==> src/rtl/gpr_xfer_ctrl_pkg.sv <==
// Shared definitions for the GPR transfer controller: FSM encodings, index types and the
// round-robin pick between the two requesters.
package gpr_xfer_ctrl_pkg;

  localparam int unsigned GPR_IDX_W = 2;
  localparam int unsigned GPR_COUNT = 4;

  localparam logic [1:0] ST_IDLE    = 2'd0;
  localparam logic [1:0] ST_DRIVE   = 2'd1;
  localparam logic [1:0] ST_LOAD    = 2'd2;
  localparam logic [1:0] ST_RELEASE = 2'd3;

  typedef logic [GPR_IDX_W-1:0] gpr_idx_t;

  typedef enum logic {
    REQ_A = 1'b0,
    REQ_B = 1'b1
  } req_id_e;

  // Transfer captured at grant time; held until the transfer retires.
  typedef struct packed {
    req_id_e  owner;
    gpr_idx_t src;
    gpr_idx_t dst;
  } xfer_t;

  // On a tie the requester that was not served last wins.
  function automatic req_id_e rr_pick(input logic req_a, input logic req_b, input req_id_e last);
    if (req_a && req_b) begin
      return (last == REQ_A) ? REQ_B : REQ_A;
    end
    return req_a ? REQ_A : REQ_B;
  endfunction

endpackage

==> src/rtl/gpr_sel_decode.sv <==
// Index-to-one-hot decoder with enable; drives either the GPR output enables or load strobes.
module gpr_sel_decode
  import gpr_xfer_ctrl_pkg::*;
#(
  parameter int unsigned NREG = 4
) (
  input  logic            en_i,
  input  gpr_idx_t        sel_i,
  output logic [NREG-1:0] onehot_o
);

  always_comb begin
    onehot_o = '0;
    if (en_i) begin
      onehot_o[sel_i] = 1'b1;
    end
  end

endmodule

==> src/rtl/gpr_xfer_ctrl.sv <==
// Round-robin sequencer for register-to-register transfers over the shared GPR bus.
// Optional completed-transfer counter enabled by defining GPR_XFER_COUNT_EN.
module gpr_xfer_ctrl
  import gpr_xfer_ctrl_pkg::*;
#(
  parameter int unsigned SETTLE_CYCLES = 1,
  parameter int unsigned NREG          = 4
) (
  input  logic       clk,
  input  logic       reset,
  input  logic       req_a,
  input  logic [1:0] src_a,
  input  logic [1:0] dst_a,
  input  logic       req_b,
  input  logic [1:0] src_b,
  input  logic [1:0] dst_b,
  output logic       gnt_a,
  output logic       gnt_b,
  output logic       done_a,
  output logic       done_b,
  output logic       busy,
  output logic       e_r0,
  output logic       e_r1,
  output logic       e_r2,
  output logic       e_r3,
  output logic       s_r0,
  output logic       s_r1,
  output logic       s_r2,
  output logic       s_r3,
  output logic [7:0] xfer_count
);

  localparam logic [3:0] SettleLoad = 4'(SETTLE_CYCLES - 1);

  logic [1:0]      state_q, state_d;
  xfer_t           cur_q, cur_d;
  req_id_e         last_q, last_d;
  logic [3:0]      cnt_q, cnt_d;
  logic            gnt_a_q, gnt_a_d;
  logic            gnt_b_q, gnt_b_d;
  logic            done_a_q, done_a_d;
  logic            done_b_q, done_b_d;
  logic            busy_q, busy_d;
  logic [NREG-1:0] e_q, e_d;
  logic [NREG-1:0] s_q, s_d;
  logic            e_en, s_en;
  req_id_e         pick;

  always_comb begin
    state_d = state_q;
    cur_d   = cur_q;
    last_d  = last_q;
    cnt_d   = cnt_q;
    pick    = rr_pick(req_a, req_b, last_q);
    case (state_q)
      ST_IDLE: begin
        if (req_a || req_b) begin
          cur_d.owner = pick;
          cur_d.src   = (pick == REQ_A) ? src_a : src_b;
          cur_d.dst   = (pick == REQ_A) ? dst_a : dst_b;
          last_d      = pick;
          cnt_d       = SettleLoad;
          // A self-transfer has nothing to move; retire it straight away.
          state_d     = (cur_d.src == cur_d.dst) ? ST_RELEASE : ST_DRIVE;
        end
      end
      ST_DRIVE: begin
        if (cnt_q == 4'd0) begin
          state_d = ST_LOAD;
        end else begin
          cnt_d = cnt_q - 4'd1;
        end
      end
      ST_LOAD:    state_d = ST_RELEASE;
      ST_RELEASE: state_d = ST_IDLE;
      default:    state_d = ST_IDLE;
    endcase
  end

  // Outputs are decoded from the next state so every one of them leaves a flop.
  always_comb begin
    busy_d   = (state_d != ST_IDLE);
    gnt_a_d  = busy_d && (cur_d.owner == REQ_A);
    gnt_b_d  = busy_d && (cur_d.owner == REQ_B);
    done_a_d = (state_d == ST_RELEASE) && (cur_d.owner == REQ_A);
    done_b_d = (state_d == ST_RELEASE) && (cur_d.owner == REQ_B);
    e_en     = (state_d == ST_DRIVE) || (state_d == ST_LOAD);
    s_en     = (state_d == ST_LOAD);
  end

  gpr_sel_decode #(
    .NREG (NREG)
  ) u_src_dec (
    .en_i     (e_en),
    .sel_i    (cur_d.src),
    .onehot_o (e_d)
  );

  gpr_sel_decode #(
    .NREG (NREG)
  ) u_dst_dec (
    .en_i     (s_en),
    .sel_i    (cur_d.dst),
    .onehot_o (s_d)
  );

  always_ff @(posedge clk or posedge reset) begin
    if (reset) begin
      state_q  <= ST_IDLE;
      cur_q    <= '0;
      last_q   <= REQ_B;
      cnt_q    <= '0;
      gnt_a_q  <= 1'b0;
      gnt_b_q  <= 1'b0;
      done_a_q <= 1'b0;
      done_b_q <= 1'b0;
      busy_q   <= 1'b0;
      e_q      <= '0;
      s_q      <= '0;
    end else begin
      state_q  <= state_d;
      cur_q    <= cur_d;
      last_q   <= last_d;
      cnt_q    <= cnt_d;
      gnt_a_q  <= gnt_a_d;
      gnt_b_q  <= gnt_b_d;
      done_a_q <= done_a_d;
      done_b_q <= done_b_d;
      busy_q   <= busy_d;
      e_q      <= e_d;
      s_q      <= s_d;
    end
  end

  assign gnt_a  = gnt_a_q;
  assign gnt_b  = gnt_b_q;
  assign done_a = done_a_q;
  assign done_b = done_b_q;
  assign busy   = busy_q;
  assign e_r0   = e_q[0];
  assign e_r1   = e_q[1];
  assign e_r2   = e_q[2];
  assign e_r3   = e_q[3];
  assign s_r0   = s_q[0];
  assign s_r1   = s_q[1];
  assign s_r2   = s_q[2];
  assign s_r3   = s_q[3];

`ifdef GPR_XFER_COUNT_EN
  logic [7:0] xfer_count_q, xfer_count_d;

  // Counts each retiring transfer, self-transfers included; wraps naturally at 8 bits.
  always_comb begin
    xfer_count_d = xfer_count_q;
    if (state_q == ST_RELEASE) begin
      xfer_count_d = xfer_count_q + 8'd1;
    end
  end

  always_ff @(posedge clk or posedge reset) begin
    if (reset) begin
      xfer_count_q <= 8'h00;
    end else begin
      xfer_count_q <= xfer_count_d;
    end
  end

  assign xfer_count = xfer_count_q;
`else
  assign xfer_count = 8'h00;
`endif

endmodule
==> config.mk <==
export PLATFORM = sky130hd
export DESIGN_NAME = gpr_xfer_ctrl
export DESIGN_NICKNAME = d
export VERILOG_FILES = /design/src/rtl/gpr_xfer_ctrl_pkg.sv /design/src/rtl/gpr_sel_decode.sv /design/src/rtl/gpr_xfer_ctrl.sv
export SDC_FILE = /design/constraint.sdc
export NUM_CORES = 1
export LEC_CHECK = 0
export ABC_AREA = 1
export BUFFER_PORTS_ARGS = -buffer_cell sky130_fd_sc_hd__buf_2
export CAP_MARGIN = 5
export CORE_MARGIN = 4
export CORE_UTILIZATION = 42
export DETAILED_ROUTE_END_ITERATION = 6
export MAX_ROUTING_LAYER = met4
export PLACE_DENSITY_LB_ADDON = 0.2
export REMOVE_ABC_BUFFERS = 1
export SYNTH_ARGS = -nofsm -noshare
export SYNTH_HDL_FRONTEND = slang
export SYNTH_SLANG_ARGS = --single-unit
export TNS_END_PERCENT = 10
==> constraint.sdc <==
create_clock -name clk -period 3.8 [get_ports clk]
set_input_delay 0.95 -clock clk [delete_from_list [all_inputs] [get_ports clk]]
set_output_delay 0.95 -clock clk [all_outputs]
set_load 0.02 [all_outputs]
==> out/metrics.csv <==
stage;metric;value;unit
critical_path;start_kind;input port;
placement;place_inst;200;
yosys;synth_edf_count;0;
critical_path;critPathKind;in2reg;
placement;port_buffers;24;
yosys;synthCells;148;
sta;worst_slack;1.43;ns
drt;drtIter0Drc;11;
yosys;synth_common_cells;37 x nand2_1, 24 x dfrtp_1, 21 x inv_1;
cts;root_buffer;clkbuf_4;
global_routing;grt_max_degree;26;
finish;drive_gt1_frac;0.225;
yosys;synth_top_area_frac;0.475;
yosys;seq_area_frac_synth;0.496;
min_path;hp-class;reg2reg;
die;fp.dieH;62.9;um
global_routing;grt-ovfl-total;0;
cts;path_clk_slew;0.13;ns
die;ioPinCount;33;
die;start_util;0.447;
power_and_ir_drop;vdd_ir_drop_max;0.350;mV
cts;ctsResizeCount;0;
global_routing;grt_pass1_vias;884;
cts;tritoncts;yes;
sta;worst_slew_pin_slew;0.906;ns
die;die_w;62.9;um
critical_path;critPathMaxFanout;9;
finish;area_growth;9.89;%
finish;fin_cells;204;
placement;dp_hpwl;1.82;mm
finish;fin_util;0.491;
power_and_ir_drop;p_leak;0.000812;uW
global_routing;grtUsageTotal;0.119;
critical_path;worst_setup_path_end_kind;flop;
critical_path;cpPeakStageDelay;0.29;ns
sta;period_needed;2.37;ns
yosys;synth_ff_type;dfrtp_1;
sta;clock_skew;0.0116;ns
sta;slew_headroom;0.395;
critical_path;critPathTopFamily;simple AND/OR/NAND/NOR gates;
cts;htree_levels;1;
critical_path;worst-path-buf-inv;1;
placement;gp_congestion;0.805;
global_routing;grt_pass1_wl;3.66;mm
finish;fill_cells;276;
power_and_ir_drop;p_per_area;777;mW/mm2
global_routing;antenna_found_initial;0;
yosys;synthArstFlopShare;1.00;
cts;cts_buffer_depth;2;
sta;fin_crit_sh;0.624;
critical_path;cp_cell_sequence;buf_2 -> nand2_2 -> nand2_2 -> nand2_1 -> nand2_1 -> nand2_1 -> nand2_1 -> nand3_1 -> a21oi_1 -> ha_1 -> or2_1 -> nor2_1;
sta;hold_violations;0;
yosys;yosysMostFrequentCell;nand2_1;
yosys;avgSynthCellArea;8.55;um2
critical_path;slowest_stage;ha_1;
drt;via_count;943;
critical_path;worst_ep_arrival_time;2.62;ns
finish;antenna_cells;0;
drt;viasPerCell;4.62;
placement;dpl_worst_slack;1.09;ns
cts;clk-insertion-delay-late;0.31;ns
cts;clkSinkCount;25;
sta;drv_slew;0;
sta;max_freq;0.421;GHz
cts;cts_setup_buffers;0;
drt;totalWireLength;2.23;mm
drt;drcViolationCount;0;
run_status;outcome;complete, no violations;
drt;routedWlPerCell;10.9;um
sta;rsz0062_at_grt;false;
finish;layout.nets;190;
sta;setup_viol;0;
drt;drt-pass1-iter-count;4;
cts;cts_inserted_buffers;3;
sta;fin_tns_setup;0;ns
yosys;synth_top_area_cell;dfrtp_1;
critical_path;r2r_cells;11;
drt;postRouteAntennaNets;0;
critical_path;crit_top_cell;nand2_1;
yosys;ys_seq_elements;25;
power_and_ir_drop;p_total;1080;uW
cts;holdBufCountCts;0;
die;die-area;0.00395;mm2
die;coreArea;0.00283;mm2
yosys;netlist_top_cells_area;dfrtp_1 47%, nand2_1 11%, inv_1 6.2%;
critical_path;required;4.05;ns
yosys;ys_types;25;
die;rows;19;
critical_path;cp.depth;12;
min_path;hold_path_depth;2;
run;max_cap_viol_count;0;
yosys;synth_area;0.00126;mm2
yosys;yosys_warnings;0;
cells by family (layout without fill, tap and decap cells):
| kind of cell | Yosys count | count (layout) | synth area share |
|---|---|---|---|
| other | 1 | 8 | 0.00296 |
| AOI/OAI and AO/OA | 16 | 16 | 0.0811 |
| buffers and inverters | 33 | 51 | 0.137 |
| and+or+nand+nor | 69 | 69 | 0.244 |
| DFF | 25 | 25 | 0.496 |
| adders and majority gates | 4 | 4 | 0.0396 |
state kept, by name, summed over array words and instances (netlist names), 2 cells and up:
signal,count
state_q,2
s_q,4
cnt_q,4
e_q,4
cur_q,5
through the flow:
step / cell area (um2) / hold slack [ns]
final: 1390 / 0.511
after CTS: 1390 / 0.513
after global placement: 1360 / 0.482
after global routing: 1390 / 0.537
after detailed placement: 1360 / 0.483
after floorplan: 1200 / 0.451
per-layer routing:
metal,wire (um),share of wire,vias to the layer above,GRT usage
met4,17,0.0076,0,0.0496
met2,1130,0.51,20,0.208
met1,995,0.45,434,0.134
met5,0,0,-,-
li1,-,-,487,-
met3,80,0.036,2,0.0216
worst paths after layout:
kind | from | endpoint | slack [ns]
min in group asynchronous | reset | cur_q[3]$_DFF_PP0_ | 0.82
setup reg to reg | last_q$_DFFE_PP1P_ | e_q[2]$_DFF_PP0_ | 1.71
hold / removal | cur_q[2]$_DFF_PP0_ | cur_q[2]$_DFF_PP0_ | 0.51
max in group asynchronous | reset | cur_q[4]$_DFF_PP0_ | 2.42
hold reg to reg | cur_q[2]$_DFF_PP0_ | cur_q[2]$_DFF_PP0_ | 0.51
setup / recovery | req_b | e_q[2]$_DFF_PP0_ | 1.43
power by group:
part | internal [uW] | leakage [uW] | switching [uW]
clock | 40.9 | 0.0000150 | 71.4
combinational | 184 | 0.000481 | 367
sequential | 380 | 0.000316 | 37.0
tightest hold or removal path: cells and delay by family (launching register included):
| kind | cells | cell delay [ns] |
|---|---|---|
| flip-flops | 1 | 0.34 |
| AO/OA/AOI/OAI | 1 | 0.08 |
| AND/OR/NAND/NOR | 1 | 0.06 |
placed cells by master, fill, tap and decap left out, drive strengths merged:
master,Yosys,layout
a21o,1,1
a21oi,4,4
buf,10,24
clkbuf,0,4
conb,1,8
dfrtp,24,24
dfstp,1,1
ha,4,4
inv,23,23
nand2,40,40
nand3,6,6
nand3b,5,5
nor2,15,15
nor3,1,1
o211ai,1,1
o21a,1,1
o21ai,9,9
or2,2,2
area by class of cell:
| cell class | instances | area [um2] | area share |
|---|---|---|---|
| multi-input combinational | 97 | 492 | 0.354 |
| timing repair buffer | 24 | 120 | 0.0864 |
| clock buffer | 4 | 26.3 | 0.0189 |
| inverter | 23 | 86.3 | 0.0621 |
| sequential | 25 | 627 | 0.451 |
| tap | 31 | 38.8 | 0.0279 |
(Power assumes the default switching activity.)
